<file path="src/rtl/vga_pkg.sv">
// Shared constants and grant encoding for the framebuffer memory arbiter.
//   ADDR_W / DATA_W    : framebuffer address and pixel widths
//   FRAME_PIXELS       : pixels per frame; the prefetch address stops here
//   FIFO_DEPTH         : prefetch entries
//   LOW_WATER          : below this occupancy a fetch is urgent and beats draw
//   grant_e            : which requester owns the SRAM port this cycle
package vga_pkg;
  localparam int ADDR_W       = 19;
  localparam int DATA_W       = 8;
  localparam int FRAME_PIXELS = 307200;
  localparam int FIFO_DEPTH   = 4;
  localparam int LOW_WATER    = 2;

  typedef enum logic [1:0] {
    GRANT_IDLE  = 2'd0,
    GRANT_FETCH = 2'd1,
    GRANT_DRAW  = 2'd2
  } grant_e;
endpackage

</file>
<file path="src/rtl/frame_mem_arbiter_if.sv">
// Draw-port and SRAM-port bundle of the framebuffer arbiter.
//   master : the arbiter (takes draw requests, drives the SRAM)
//   slave  : the environment (drawing requester plus the SRAM itself)
//   draw side : drawReq/drawWe/drawAddr/drawWData in, drawAck/drawRData/drawRValid out
//   mem side  : memEn/memWe/memAddr/memWData out, memRData in (one clk read latency)
interface frame_mem_arbiter_if #(
  parameter int ADDR_W = vga_pkg::ADDR_W,
  parameter int DATA_W = vga_pkg::DATA_W
);
  logic              drawReq;
  logic              drawWe;
  logic [ADDR_W-1:0] drawAddr;
  logic [DATA_W-1:0] drawWData;
  logic              drawAck;
  logic [DATA_W-1:0] drawRData;
  logic              drawRValid;
  logic              memEn;
  logic              memWe;
  logic [ADDR_W-1:0] memAddr;
  logic [DATA_W-1:0] memWData;
  logic [DATA_W-1:0] memRData;

  modport master (
    input  drawReq, drawWe, drawAddr, drawWData, memRData,
    output drawAck, drawRData, drawRValid, memEn, memWe, memAddr, memWData
  );

  modport slave (
    output drawReq, drawWe, drawAddr, drawWData, memRData,
    input  drawAck, drawRData, drawRValid, memEn, memWe, memAddr, memWData
  );
endinterface

</file>
<file path="src/rtl/pixel_fifo.sv">
// Synchronous prefetch FIFO for display pixels.
//   clk, rst (async, active-high), flush (sync, dominates push/pop)
//   push/pushData : write an entry; pop : drop the head entry
//   headData      : current head entry (valid when !empty)
//   count, empty  : stored-entry count and empty flag
module pixel_fifo #(
  parameter int DATA_W = 8,
  parameter int DEPTH  = 4
) (
  input  logic                       clk,
  input  logic                       rst,
  input  logic                       flush,
  input  logic                       push,
  input  logic [DATA_W-1:0]          pushData,
  input  logic                       pop,
  output logic [DATA_W-1:0]          headData,
  output logic [$clog2(DEPTH+1)-1:0] count,
  output logic                       empty
);
  import vga_pkg::*;

  localparam int CNT_W = $clog2(DEPTH + 1);
  localparam int PTR_W = (DEPTH > 1) ? $clog2(DEPTH) : 1;

  logic [DATA_W-1:0] mem_r [DEPTH];
  logic [PTR_W-1:0]  wrPtr_r;
  logic [PTR_W-1:0]  rdPtr_r;
  logic [CNT_W-1:0]  count_r;
  logic              full_s;
  logic              doPop_s;
  logic              doPush_s;

  function automatic logic [PTR_W-1:0] nextPtr(input logic [PTR_W-1:0] ptr);
    if (ptr == PTR_W'(DEPTH - 1)) begin
      nextPtr = '0;
    end else begin
      nextPtr = ptr + PTR_W'(1);
    end
  endfunction

  assign empty    = (count_r == CNT_W'(0));
  assign full_s   = (count_r == CNT_W'(DEPTH));
  assign doPop_s  = pop && !empty;
  // A full FIFO can still accept a push when the head leaves in the same cycle.
  assign doPush_s = push && (!full_s || doPop_s);
  assign headData = mem_r[rdPtr_r];
  assign count    = count_r;

  // Entry storage: written on push, no reset needed (guarded by count).
  always_ff @(posedge clk) begin
    if (doPush_s && !flush) begin
      mem_r[wrPtr_r] <= pushData;
    end
  end

  // Pointers and occupancy count; flush empties the FIFO outright.
  always_ff @(posedge clk or posedge rst) begin
    if (rst) begin
      wrPtr_r <= '0;
      rdPtr_r <= '0;
      count_r <= '0;
    end else if (flush) begin
      wrPtr_r <= '0;
      rdPtr_r <= '0;
      count_r <= '0;
    end else begin
      if (doPush_s) wrPtr_r <= nextPtr(wrPtr_r);
      if (doPop_s)  rdPtr_r <= nextPtr(rdPtr_r);
      case ({doPush_s, doPop_s})
        2'b10:   count_r <= count_r + CNT_W'(1);
        2'b01:   count_r <= count_r - CNT_W'(1);
        default: count_r <= count_r;
      endcase
    end
  end
endmodule

</file>
<file path="src/rtl/frame_mem_arbiter.sv">
// Arbitrates one single-port framebuffer SRAM between display prefetch and a
// drawing requester, and feeds the display one pixel per pixelTick.
//   clk, rst (async, active-high)
//   pixelTick, frameStart, displayActive : display timing inputs
//   pixelOut (registered), underflow (sticky) : display outputs
//   bus (master) : draw request/response and SRAM port
module frame_mem_arbiter #(
  parameter int ADDR_W       = vga_pkg::ADDR_W,
  parameter int DATA_W       = vga_pkg::DATA_W,
  parameter int FIFO_DEPTH   = vga_pkg::FIFO_DEPTH,
  parameter int LOW_WATER    = vga_pkg::LOW_WATER,
  parameter int FRAME_PIXELS = vga_pkg::FRAME_PIXELS
) (
  input  logic                clk,
  input  logic                rst,
  input  logic                pixelTick,
  input  logic                frameStart,
  input  logic                displayActive,
  output logic [DATA_W-1:0]   pixelOut,
  output logic                underflow,
  frame_mem_arbiter_if.master bus
);
  import vga_pkg::*;

  localparam int CNT_W = $clog2(FIFO_DEPTH + 1);
  localparam int OCC_W = CNT_W + 1;

  grant_e            grant_s;
  logic [ADDR_W-1:0] fetchAddr_r;
  logic              inFlight_r;
  logic              drawRValid_r;
  logic [DATA_W-1:0] drawRDataHold_r;
  logic [DATA_W-1:0] pixelOut_r;
  logic              underflow_r;
  logic [DATA_W-1:0] fifoHead_s;
  logic [CNT_W-1:0]  fifoCount_s;
  logic              fifoEmpty_s;
  logic [OCC_W-1:0]  occupancy_s;
  logic              fetchOk_s;
  logic              popReq_s;
  logic              fifoPush_s;

  // The fetch still in the SRAM pipeline already owns a FIFO slot.
  assign occupancy_s = OCC_W'(fifoCount_s) + OCC_W'(inFlight_r);
  // Prefetch parks at end of frame and never runs during the frameStart cycle.
  assign fetchOk_s   = !frameStart && (fetchAddr_r != ADDR_W'(FRAME_PIXELS));
  assign popReq_s    = pixelTick && displayActive && !frameStart;
  assign fifoPush_s  = inFlight_r && !frameStart;

  pixel_fifo #(
    .DATA_W (DATA_W),
    .DEPTH  (FIFO_DEPTH)
  ) u_fifo (
    .clk      (clk),
    .rst      (rst),
    .flush    (frameStart),
    .push     (fifoPush_s),
    .pushData (bus.memRData),
    .pop      (popReq_s),
    .headData (fifoHead_s),
    .count    (fifoCount_s),
    .empty    (fifoEmpty_s)
  );

  // Grant selection: urgent fetch, then draw, then opportunistic fetch.
  always_comb begin
    grant_s = GRANT_IDLE;
    if (rst) begin
      grant_s = GRANT_IDLE;
    end else if (fetchOk_s && (occupancy_s < OCC_W'(LOW_WATER))) begin
      grant_s = GRANT_FETCH;
    end else if (bus.drawReq) begin
      grant_s = GRANT_DRAW;
    end else if (fetchOk_s && (occupancy_s < OCC_W'(FIFO_DEPTH))) begin
      grant_s = GRANT_FETCH;
    end else begin
      grant_s = GRANT_IDLE;
    end
  end

  // SRAM command and draw acknowledge decoded straight from the grant.
  always_comb begin
    bus.memEn    = 1'b0;
    bus.memWe    = 1'b0;
    bus.memAddr  = '0;
    bus.memWData = '0;
    bus.drawAck  = 1'b0;
    case (grant_s)
      GRANT_FETCH: begin
        bus.memEn   = 1'b1;
        bus.memAddr = fetchAddr_r;
      end
      GRANT_DRAW: begin
        bus.memEn    = 1'b1;
        bus.memWe    = bus.drawWe;
        bus.memAddr  = bus.drawAddr;
        bus.memWData = bus.drawWData;
        bus.drawAck  = 1'b1;
      end
      default: begin
        bus.memEn = 1'b0;
      end
    endcase
  end

  // Read data is live on memRData in the valid cycle, then held locally.
  assign bus.drawRValid = drawRValid_r;
  assign bus.drawRData  = drawRValid_r ? bus.memRData : drawRDataHold_r;

  // Prefetch address, in-flight fetch marker and draw-read return tracking.
  always_ff @(posedge clk or posedge rst) begin
    if (rst) begin
      fetchAddr_r     <= '0;
      inFlight_r      <= 1'b0;
      drawRValid_r    <= 1'b0;
      drawRDataHold_r <= '0;
    end else begin
      if (frameStart) begin
        fetchAddr_r <= '0;
      end else if (grant_s == GRANT_FETCH) begin
        fetchAddr_r <= fetchAddr_r + ADDR_W'(1);
      end
      inFlight_r   <= (grant_s == GRANT_FETCH);
      drawRValid_r <= (grant_s == GRANT_DRAW) && !bus.drawWe;
      if (drawRValid_r) begin
        drawRDataHold_r <= bus.memRData;
      end
    end
  end

  // Display output: pop on active ticks, blank when inactive, sticky underflow.
  always_ff @(posedge clk or posedge rst) begin
    if (rst) begin
      pixelOut_r  <= '0;
      underflow_r <= 1'b0;
    end else if (pixelTick) begin
      if (popReq_s) begin
        if (fifoEmpty_s) begin
          pixelOut_r  <= '0;
          underflow_r <= 1'b1;
        end else begin
          pixelOut_r <= fifoHead_s;
        end
      end else if (!displayActive) begin
        pixelOut_r <= '0;
      end
    end
  end

  assign pixelOut  = pixelOut_r;
  assign underflow = underflow_r;
endmodule

</file>
<file path="src/flat_wrapper.sv">
// flat-port wrapper written by rule: the top's interface ports become plain ports
module frame_mem_arbiter_flat import vga_pkg::*;
#(
  parameter int ADDR_W       = vga_pkg::ADDR_W,
  parameter int DATA_W       = vga_pkg::DATA_W,
  parameter int FIFO_DEPTH   = vga_pkg::FIFO_DEPTH,
  parameter int LOW_WATER    = vga_pkg::LOW_WATER,
  parameter int FRAME_PIXELS = vga_pkg::FRAME_PIXELS
)
  (clk, rst, pixelTick, frameStart, displayActive, pixelOut, underflow, bus_drawReq, bus_drawWe, bus_drawAddr, bus_drawWData, bus_memRData, bus_drawAck, bus_drawRData, bus_drawRValid, bus_memEn, bus_memWe, bus_memAddr, bus_memWData);
  frame_mem_arbiter_if #(.ADDR_W(ADDR_W), .DATA_W(DATA_W)) bus_i ();
  input  logic clk;
  input  logic rst;
  input  logic pixelTick;
  input  logic frameStart;
  input  logic displayActive;
  output logic [DATA_W-1:0] pixelOut;
  output logic underflow;
  input wire logic [$bits(bus_i.drawReq)-1:0] bus_drawReq;
  input wire logic [$bits(bus_i.drawWe)-1:0] bus_drawWe;
  input wire logic [$bits(bus_i.drawAddr)-1:0] bus_drawAddr;
  input wire logic [$bits(bus_i.drawWData)-1:0] bus_drawWData;
  input wire logic [$bits(bus_i.memRData)-1:0] bus_memRData;
  output wire logic [$bits(bus_i.drawAck)-1:0] bus_drawAck;
  output wire logic [$bits(bus_i.drawRData)-1:0] bus_drawRData;
  output wire logic [$bits(bus_i.drawRValid)-1:0] bus_drawRValid;
  output wire logic [$bits(bus_i.memEn)-1:0] bus_memEn;
  output wire logic [$bits(bus_i.memWe)-1:0] bus_memWe;
  output wire logic [$bits(bus_i.memAddr)-1:0] bus_memAddr;
  output wire logic [$bits(bus_i.memWData)-1:0] bus_memWData;
  assign bus_i.drawReq = bus_drawReq;
  assign bus_i.drawWe = bus_drawWe;
  assign bus_i.drawAddr = bus_drawAddr;
  assign bus_i.drawWData = bus_drawWData;
  assign bus_i.memRData = bus_memRData;
  assign bus_drawAck = bus_i.drawAck;
  assign bus_drawRData = bus_i.drawRData;
  assign bus_drawRValid = bus_i.drawRValid;
  assign bus_memEn = bus_i.memEn;
  assign bus_memWe = bus_i.memWe;
  assign bus_memAddr = bus_i.memAddr;
  assign bus_memWData = bus_i.memWData;
  frame_mem_arbiter #(.ADDR_W(ADDR_W), .DATA_W(DATA_W), .FIFO_DEPTH(FIFO_DEPTH), .LOW_WATER(LOW_WATER), .FRAME_PIXELS(FRAME_PIXELS)) u_core (.clk(clk), .rst(rst), .pixelTick(pixelTick), .frameStart(frameStart), .displayActive(displayActive), .pixelOut(pixelOut), .underflow(underflow), .bus(bus_i));
endmodule
</file>
<file path="config.mk">
export PLATFORM = sky130hd
export DESIGN_NAME = frame_mem_arbiter_flat
export DESIGN_NICKNAME = d
export VERILOG_FILES = /design/src/rtl/vga_pkg.sv /design/src/rtl/frame_mem_arbiter_if.sv /design/src/rtl/pixel_fifo.sv /design/src/rtl/frame_mem_arbiter.sv /design/src/flat_wrapper.sv
export SDC_FILE = /design/constraint.sdc
export NUM_CORES = 1
export LEC_CHECK = 0
export ABC_CLOCK_PERIOD_IN_PS = 3100
export BUFFER_PORTS_ARGS = -buffer_cell sky130_fd_sc_hd__buf_2
export CORE_MARGIN = 8
export CORE_UTILIZATION = 54
export DETAILED_ROUTE_END_ITERATION = 6
export PLACE_DENSITY = 0.8
export SYNTH_ARGS = -nofsm -noshare
export SYNTH_HDL_FRONTEND = slang
export SYNTH_HIERARCHICAL = 1
export SYNTH_SLANG_ARGS = --single-unit
</file>
<file path="constraint.sdc">
create_clock -name clk -period 3.1 [get_ports clk]
set_clock_uncertainty 0.05 [all_clocks]
set_input_delay 0.465 -clock clk [delete_from_list [all_inputs] [get_ports clk]]
set_output_delay 0.465 -clock clk [all_outputs]
set_load 0.1 [all_outputs]
</file>
==> results.md <==
- Sequential cells were found to cover 53.05% of the synthesized design area.
- In the routed layout, each cell is associated on average with a via count of 5.760.
- The checks that failed: setup timing.
- After legalization and detailed placement, the total HPWL measured about 7.4 mm.
- TritonCTS created 9 clock buffers.
- In this run the cell area measured after placement is 5131 um2.
- The post-CTS clock slew at the launch and capture registers of the worst setup and hold paths is 70 ps.
- The max capacitance violation total is 0.
- Entering global routing, the biggest net connects 39 pins.
- The die extent in y is about 100 um.
- Setup repair after global routing could not meet its margin everywhere.
- The most common cell in the synthesized netlist is sky130_fd_sc_hd__dfrtp_1.
- The number of DRC violations after detailed routing is 0.
- The die area is between 10000 and 15000 um2.
- The number of different library cells used by synthesis comes to 53.
- The routed design could run at a clock period as short as 3153 ps.
- The maximum resistive drop on vdd is 0.0005958 V.
- The initial antenna violation count is 0.
- The top-level I/O count is 90.
- Counting instances in the post-synthesis netlist gives the leading cell types as sky130_fd_sc_hd__dfrtp_1, sky130_fd_sc_hd__nor2_1, sky130_fd_sc_hd__edfxtp_1.
- TritonCTS built the clock tree.
- The initialized floorplan defines 31 standard-cell rows.
- The synthesized design contains a little under 80 register bits.
- The number of synthesis warnings is 6.
- Across all setup checks in the final design, the least slack found is -52.57 ps.
- Across every metal layer, demand over resource in global routing totals 21.60%.
- For the worst setup path, the data required time is 2580 ps.
- In this run the static leakage power is 2.269 nW.
- The later pin in the worst-skew pair is clocked with a latency of 340 ps.
- Per report_power, the combinational group accounts for 24.7% of the total.
- Once the floorplan was initialized, standard cells occupied 55.12% of the core.
- Of the available clock period, the critical path in the final layout requires 101.7%.
- The number of hold buffers added after cts is 0.
- The run finished, with violations left.
- The H-tree depth reported by CTS is 3.
- The analysis attributes to net switching a power of between 0.0008 and 0.0009 W.
- By area the synthesized netlist is led by sky130_fd_sc_hd__dfrtp_1, sky130_fd_sc_hd__edfxtp_1, sky130_fd_sc_hd__mux4_2, sky130_fd_sc_hd__nor2_1, sky130_fd_sc_hd__a22oi_1.
- STA classifies the critical path endpoint as an output port.
- Counting every net in the synthesized netlist gives 396.
- The root cell of the clock tree is sky130_fd_sc_hd__clkbuf_8.
- The total congestion overflow after global routing is 0.
- The worst pin sits at a relative slew slack of 52.13%.
- The tightest hold path in the finished design has a slack of 53.60 ps.
- In this run the power density over the cells is 439.3 nW/um2.
- Synthesis produced 343 cells.
- The largest buffer count on any clock path is 2.
- Input and output buffers added on the ports amount to 89.
- Data on the critical path arrives at its endpoint at 2640 ps.
- The number of max-slew violations in the final report is 0.
- For this design, the sink count on the clock tree is 77.
- The type of the most critical hold path is primary input to async pin.
- The number of failing hold endpoints at the final stage is 0.
- The average cell area after synthesis is 11.47 um2.
- The worst setup path is launched from a flop.
- The standard cell core area is between 7000 and 8000 um2.
- The synthesized design devotes to its leading area cell type 28.63% of total area.
- The total internal power is ~0.0017 W.
- The number of enable-type register cells in the synthesized netlist is 32.
- The slew at the pin with the worst max-slew slack is 712.6 ps.
- Leaving out filler cells and counting taps, the final layout contains 562.
- Summing all non-filler instances in the final layout gives an area of 5663 um2.
- The share of cells above drive strength 1 is about 46%.
- For this run, asynchronously set or reset flops after synthesis account for between 50% and 60%.
- The number of nets in the finished design is 511.
- The library cell with the largest summed area after synthesis is sky130_fd_sc_hd__dfrtp_1.
- Once detail routing completed, the nets flagged for antenna violations numbered 0.
- The startpoint-to-endpoint class of the critical path is flop to output port.
- The routed layout has 3237 vias.
- The last weighted congestion value of the routability-driven placer is roughly 0.86.
- The post-detailed-routing wire length is 10.97 mm.
- Registers are responsible for 44.7% of the overall power.
- The width of the chip is 101.4 um.
- The via count of the first global-routing pass is 3365.
- The worst slack at placement is 52.82 ps.
- The number of antenna diodes in the final layout is 0.
- Setup violations remaining at the end of the flow were counted as 12.
- The DRC marker count from the first detailed-route iteration is about 260.
- The fraction of power spent switching nets is 32.45%.
- The post-layout utilization of the core is 79.35%.
- The clock network is responsible for 30.6% of the overall power.
- After detailed placement, the design holds a cell count of between 500 and 600.
- The predominant post-synthesis flop cell is sky130_fd_sc_hd__dfrtp_1.
- The wire length of the first global-routing pass is 17.21 mm.
- The fmax is 317.2 MHz.
- The number of iterations in the first detailed-routing pass is 4.
- The cell area after synthesis is slightly below 4000 um2.
- The average wire per standard cell is 19.51 um.
- The synthesis-to-finish area growth is 43.96%.
- The maximum fanout count along the critical path is 10.
[power by group through the flow]
stage / clock network, W / registers, W / logic [W]
floorplan: 0 / 0.00115 / 0.000413
global placement: 0 / 0.00113 / 0.000550
detailed placement: 0 / 0.00114 / 0.000560
CTS: 0.000776 / 0.00111 / 0.000600
global route: 0.000819 / 0.00112 / 0.000639
finish: 0.000761 / 0.00111 / 0.000614
[through the flow]
step	setup TNS [ps]	total power [W]
after floorplan	-4.133	0.001568
after global placement	0	0.001684
after detailed placement	0	0.001697
after CTS	0	0.002490
after global routing	-2505	0.002573
final	-203.3	0.002488
[critical path, cell delays in order (launching register included)]
cell                       delay, ps
sky130_fd_sc_hd__dfrtp_1         360
sky130_fd_sc_hd__and2_4          170
sky130_fd_sc_hd__ha_4            140
sky130_fd_sc_hd__nand2_2          70
sky130_fd_sc_hd__a21oi_4         150
sky130_fd_sc_hd__o221ai_4        150
sky130_fd_sc_hd__a211o_1         280
sky130_fd_sc_hd__buf_4           150
sky130_fd_sc_hd__ha_4            190
sky130_fd_sc_hd__buf_8           160
sky130_fd_sc_hd__a22oi_2         250
sky130_fd_sc_hd__nor2_4           60
sky130_fd_sc_hd__buf_12          170
[cell type report]
class                           count  area, um2
Sequential cell                    77       2087
Multi-Input combinational cell    229       1992
Fill cell                         418       1474
Timing Repair Buffer              127       1201
Clock buffer                       13      158.9
Tap cell                           99      123.9
Inverter                           14      56.30
Clock inverter                      3      43.79
[state kept, by name, summed over array words and instances, names as in the netlist]
signal / flops
u_core/u_fifo/mem_r: 32
u_core/u_fifo/rdPtr_r: 2
u_core/u_fifo/wrPtr_r: 2
u_core/underflow: 1
u_core/inFlight_r: 1
u_core/bus.drawRValid: 1
u_core/pixelOut: 8
u_core/u_fifo/count: 3
u_core/drawRDataHold_r: 8
u_core/fetchAddr_r: 19
[layer usage]
layer | global-route usage, % | vias up | routed length, um
li1 | - | 1481 | -
met1 | 25.02 | 1580 | 4346
met2 | 37.10 | 155 | 5512
met3 | 5.086 | 21 | 817
met4 | 9.851 | 0 | 289
met5 | 0 | - | 0
[cells in the final DEF (no fill, tap or decap), drive strengths merged, types with 9 or more instances in the layout]
cell type,netlist,routed
a22oi,18,18
dfrtp,45,45
ha,10,10
a21oi,10,10
clkbuf,15,13
inv,14,13
xor2,9,9
edfxtp,32,32
nor2,37,37
o21ai,10,10
and2,14,14
nand2,21,21
buf,7,127
nand3,10,10
[kinds of logic (layout without fill, tap and decap cells)]
family,count (synthesis),in the layout,synth area share [%]
and+or+nand+nor,121,121,16.16
AOI/OAI and AO/OA,62,62,10.94
muxes,20,20,7.888
buffers and inverters,37,157,4.930
xor gates and xnor gates,15,15,3.340
DFF,77,77,53.05
adders and majority gates,11,11,3.690
[timing repair]
action | 4_1_cts | 5_1_grt
setup endpoints to repair | 21 | 22
pin swaps | 7 | 4
resized for setup | 30 | 13
cloned | 1 | 0
setup buffers | 12 | 3
[worst paths after layout]
path,endpoint,depth (start not counted),startpoint,slack [ps]
max in group asynchronous,u_core/underflow$_DFFE_PP0P_,3,rst,2380
worst max-delay path,bus_memAddr[5],12,u_core/u_fifo/count[0]$_DFFE_PP0P_,-50
worst min-delay path,u_core/u_fifo/wrPtr_r[0]$_DFFE_PP0P_,2,rst,50
worst max register to register,u_core/fetchAddr_r[14]$_DFFE_PP0P_,12,u_core/u_fifo/count[0]$_DFFE_PP0P_,210
min in group clk,u_core/u_fifo/mem_r[2][2]$_DFFE_PP_,1,bus_memRData[2],300
worst min register to register,u_core/underflow$_DFFE_PP0P_,1,u_core/underflow$_DFFE_PP0P_,410
No activity file was read; power rests on OpenSTA's default activity.
